## src/rtl/guess_input_cond_if.sv

```systemverilog
// Button/tick bus between the raw-button pins, the conditioning stage and the
// guessing-game FSM.
interface guess_input_cond_if;
    logic [3:0] btn_raw;
    logic [3:0] b;
    logic [3:0] b_press;
    logic       b_any;
    logic       en;

    modport master (output btn_raw, input b, b_press, b_any, en);
    modport slave  (input btn_raw, output b, b_press, b_any, en);
endinterface

```

## src/rtl/guess_input_cond.sv

```systemverilog
// Input conditioning for the guessing game: per-button sync + debounce with
// press pulses, plus the free-running step enable that paces the LED rotation.
module guess_input_cond_lane #(
    parameter int DB_CYCLES = 4,
    parameter int CW        = 2
) (
    input  logic clk,
    input  logic rst,
    input  logic raw,
    output logic lvl,
    output logic press,
    output logic lvl_nxt
);
    typedef enum logic [1:0] {LOW, WAIT_HI, HIGH, WAIT_LO} db_state_t;

    localparam logic [CW-1:0] CNT_LAST = CW'(DB_CYCLES - 1);

    db_state_t       state;
    logic            s1, s2;
    logic [CW-1:0]   cnt;
    logic            done;

    assign done = (cnt == CNT_LAST);

    always_ff @(posedge clk) begin
        if (rst) begin
            s1    <= 1'b0;
            s2    <= 1'b0;
            state <= LOW;
            cnt   <= '0;
            lvl   <= 1'b0;
            press <= 1'b0;
        end else begin
            s1    <= raw;
            s2    <= s1;
            press <= 1'b0;
            case (state)
                LOW: if (s2) begin
                    state <= WAIT_HI;
                    cnt   <= '0;
                end
                WAIT_HI: begin
                    if (!s2) state <= LOW;
                    else if (done) begin
                        state <= HIGH;
                        lvl   <= 1'b1;
                        press <= 1'b1;
                    end else cnt <= cnt + 1'b1;
                end
                HIGH: if (!s2) begin
                    state <= WAIT_LO;
                    cnt   <= '0;
                end
                WAIT_LO: begin
                    if (s2) state <= HIGH;
                    else if (done) begin
                        state <= LOW;
                        lvl   <= 1'b0;
                    end else cnt <= cnt + 1'b1;
                end
                default: state <= LOW;
            endcase
        end
    end

    // Next-cycle level, so b_any can be registered in step with b.
    always_comb begin
        lvl_nxt = lvl;
        if (state == WAIT_HI && s2 && done)  lvl_nxt = 1'b1;
        if (state == WAIT_LO && !s2 && done) lvl_nxt = 1'b0;
    end
endmodule

module guess_input_cond #(
    parameter int DB_CYCLES = 4,
    parameter int TICK_DIV  = 8
) (
    input  logic               clk,
    input  logic               rst,
    guess_input_cond_if.slave  bus
);
    localparam int NUM_LANES = 4;
    localparam int CW = (DB_CYCLES > 1) ? $clog2(DB_CYCLES) : 1;
    localparam int TW = $clog2(TICK_DIV);
    localparam logic [TW-1:0] TICK_LAST = TW'(TICK_DIV - 1);

    logic [NUM_LANES-1:0] lvl, press, lvl_nxt;
    logic                 any_q;
    logic [TW-1:0]        tick_cnt;

    for (genvar i = 0; i < NUM_LANES; i++) begin : g_lane
        guess_input_cond_lane #(.DB_CYCLES(DB_CYCLES), .CW(CW)) u_lane (
            .clk     (clk),
            .rst     (rst),
            .raw     (bus.btn_raw[i]),
            .lvl     (lvl[i]),
            .press   (press[i]),
            .lvl_nxt (lvl_nxt[i])
        );
    end

    always_ff @(posedge clk) begin
        if (rst)                        tick_cnt <= '0;
        else if (tick_cnt == TICK_LAST) tick_cnt <= '0;
        else                            tick_cnt <= tick_cnt + 1'b1;
    end

    always_ff @(posedge clk) begin
        if (rst) any_q <= 1'b0;
        else     any_q <= |lvl_nxt;
    end

    assign bus.b       = lvl;
    assign bus.b_press = press;
    assign bus.b_any   = any_q;
    assign bus.en      = (tick_cnt == TICK_LAST);
endmodule

```

## src/flat_wrapper.sv

```systemverilog
// flat-port wrapper written by rule: the top's interface ports become plain ports
module guess_input_cond_flat 
#(
    parameter int DB_CYCLES = 4,
    parameter int TICK_DIV  = 8
)
  (clk, rst, bus_btn_raw, bus_b, bus_b_press, bus_b_any, bus_en);
  guess_input_cond_if bus_i ();
  input  logic clk;
  input  logic rst;
  input wire logic [$bits(bus_i.btn_raw)-1:0] bus_btn_raw;
  output wire logic [$bits(bus_i.b)-1:0] bus_b;
  output wire logic [$bits(bus_i.b_press)-1:0] bus_b_press;
  output wire logic [$bits(bus_i.b_any)-1:0] bus_b_any;
  output wire logic [$bits(bus_i.en)-1:0] bus_en;
  assign bus_i.btn_raw = bus_btn_raw;
  assign bus_b = bus_i.b;
  assign bus_b_press = bus_i.b_press;
  assign bus_b_any = bus_i.b_any;
  assign bus_en = bus_i.en;
  guess_input_cond #(.DB_CYCLES(DB_CYCLES), .TICK_DIV(TICK_DIV)) u_core (.clk(clk), .rst(rst), .bus(bus_i));
endmodule
```

## config.mk

```make
export PLATFORM = sky130hd
export DESIGN_NAME = guess_input_cond_flat
export DESIGN_NICKNAME = d
export VERILOG_FILES = /design/src/rtl/guess_input_cond_if.sv /design/src/rtl/guess_input_cond.sv /design/src/flat_wrapper.sv
export SDC_FILE = /design/constraint.sdc
export NUM_CORES = 1
export LEC_CHECK = 0
export CELL_PAD_IN_SITES_DETAIL_PLACEMENT = 1
export CELL_PAD_IN_SITES_GLOBAL_PLACEMENT = 2
export CORE_MARGIN = 5
export CORE_UTILIZATION = 36
export CTS_CLUSTER_DIAMETER = 60
export DETAILED_ROUTE_END_ITERATION = 12
export PLACE_DENSITY = 0.85
export SLEW_MARGIN = 20
export SYNTH_ARGS = -nofsm -noshare
export SYNTH_HDL_FRONTEND = slang
export SYNTH_SLANG_ARGS = --single-unit
```

## constraint.sdc

```tcl
create_clock -name clk -period 2.58 [get_ports clk]
set_clock_uncertainty 0.1 [all_clocks]
set_input_delay 0.516 -clock clk [delete_from_list [all_inputs] [get_ports clk]]
set_output_delay 0.516 -clock clk [all_outputs]
set_load 0.01 [all_outputs]
```

==> out/qor.yml <==
post-route-util: 0.441
critPathMaxFanout: 4
tritoncts: "yes"
ctsHoldBuffers: 0
syn_area_sq_um: 1380
io_buffers: 15
yosysWarnings: 0
yosysTopAreaCell: "dfxtp_1"
hold_violations: 0
dr.pass1.iters: 3
setup_tns_ns: 0
fp.dieArea_sq_um: 5170
synth_commonest_cells: "dfxtp_1, nor2_1, nand2_1"
grt_max_degree: 29
worst_setup_path_end_kind: "output port"
synthMuxAreaShare: 0.0145
critical_path_arrival_ns: 1.56
post-route-period-util: 0.844
layout_setup_ws_ns: 0.404
min_period_ns: 2.18
holdWs_ns: 0.337
synthArstFlopShare: 0
ys_ff_latch: 36
pre_cts_slack_ns: 0.685
critPathLaunchType: "flop"
die_w_um: 71.9
swShare: 0.200
syn_to_final_growth_pct: 18.1
num_rows: 22
start_util: 0.374
die_h_um: 71.9
grt_pass1_wl_mm: 4.36
ys.flop_type: "dfxtp_1"
cts_setup_buffers: 0
max_freq_mhz: 459
pin_count: 16
dpl_cell_area_sq_um: 1530
synthAdderAreaFrac: 0.0544
post_drt_via_cell_ratio: 4.80
pwr-share-comb: 0.037
drive_gt1_frac: 0.0861
min_path_type: "flop to flop"
remaining_drc_errors: 0
wl_per_cell_um: 12.3
antenna_found_initial: 0
avgSynthCellArea_sq_um: 9.85
synthXorXnorAreaFrac: 0.0254
clock_path_buffers: 2
setup_viol: 0
p_seq_frac: 0.557
ant_nets: 0
dp_hpwl_mm: 1.84
rsz0062_at_grt: "no"
core_area_sq_um: 3690
track_usage: 0.110
nets: 163
synth-compound-area-share: 0.112
synthTopCellsByArea: "dfxtp_1, ha_1, buf_4, nor2_1, nor2b_1"
numCtsBuffers: 5
slew_headroom: 0.735
num_antenna_cells: 0
synth_top_area_share: 0.523
worstSkewPairLatency_ns: 0.28
power.internal_uw: 825
ys_seq_area_frac: 0.523
vias: 956
routabilityCongestion: 0.765
p_sw_uw: 207
synth_edf_count: 0
p_total_mw: 1.03
grt_pass1_vias: 1052
synthCells: 140
synth_top_family_by_area: "simple AND/OR/NAND/NOR gates"
drv_cap: 0
leakage_nw: 0.632
drt_iter0_drc: 58
grt-ovfl-total: 0
ys_types: 30
post_cts_resized: 0
final_cell_area_sq_um: 1630
power.density_nw_per_um2: 634
required_ns: 1.96
root_buffer: "clkbuf_8"
cts_htree_levels: 2
wl_mm: 2.44
critPathKind: "flop to output port"
finalNonFillerCells: 199
power.share.clock: 0.407
syn-num-nets: 152
finalMaxSlewViolations: 0
synthSimpleGateAreaFrac: 0.201
worst_pin_slew_ns: 0.395
dp_cells: 192
cts.sinks: 36
peakVddDrop_uv: 361
clk_pin_slew_ns: 0.06
yosysMostFrequentCell: "dfxtp_1"
status: "complete, no violations"
layout make-up:
| class | count | area, sq um |
|---|---|---|
| clock buffer | 7 | 96.3 |
| fill | 425 | 2060 |
| inverter | 5 | 18.8 |
| multi-input combinational | 87 | 562 |
| sequential | 36 | 721 |
| tap | 48 | 60.1 |
| timing repair buffer | 16 | 170 |
layer usage:
layer  vias up  GRT usage  wire length, um
met3         6     0.0351              100
li1        487          -                -
met5         -          0                0
met2        16      0.194             1250
met4         0     0.0752               66
met1       447      0.109             1030
power by group through the flow:
stage          sequential [mW]  clock, mW  combinational [mW]
6_report                 0.574      0.420              0.0377
5_1_grt                  0.575      0.456              0.0439
3_5_place_dp             0.587          0              0.0389
4_1_cts                  0.574      0.436              0.0392
2_1_floorplan            0.585          0              0.0237
3_3_place_gp             0.586          0              0.0370
path summary, 6_finish.rpt:
check,to,slack (ns),startpoint,depth (start not counted)
hold reg to reg,u_core.tick_cnt[0],0.34,u_core.tick_cnt[0],1
setup / recovery,bus_en,0.40,u_core.tick_cnt[0],3
hold / removal,u_core.tick_cnt[0],0.34,u_core.tick_cnt[0],1
setup reg to reg,u_core.bus.b_any,1.10,u_core.g_lane[2].u_lane.cnt[0],5
logic make-up (layout without fill, tap and decap cells):
family | after synthesis | after routing
buffers and inverters | 17 | 28
AND/OR/NAND/NOR | 54 | 54
adder cells (fa/ha/maj) | 6 | 6
XOR/XNOR | 4 | 4
flip-flops | 36 | 36
multiplexers | 2 | 2
AO/OA/AOI/OAI | 21 | 21
placed cells by master (no fill, tap or decap), drive strengths merged, types with 3 or more instances in the layout:
| cell type | synthesis | routed |
|---|---|---|
| o21ai | 5 | 5 |
| a22o | 4 | 4 |
| clkdlybuf4s50 | 0 | 15 |
| nor3 | 5 | 5 |
| inv | 5 | 5 |
| a21oi | 6 | 6 |
| nor2 | 16 | 16 |
| clkbuf | 1 | 7 |
| nand3 | 4 | 4 |
| dfxtp | 36 | 36 |
| nand2 | 12 | 12 |
| a22oi | 3 | 3 |
| nor2b | 8 | 8 |
| ha | 6 | 6 |
worst max-delay path, stage by stage, from the launching register on:
cell,delay [ns]
dfxtp_1,0.34
ha_1,0.16
ha_1,0.22
clkdlybuf4s50_1,0.57
Note: power is estimated with default switching activity, not from simulation.
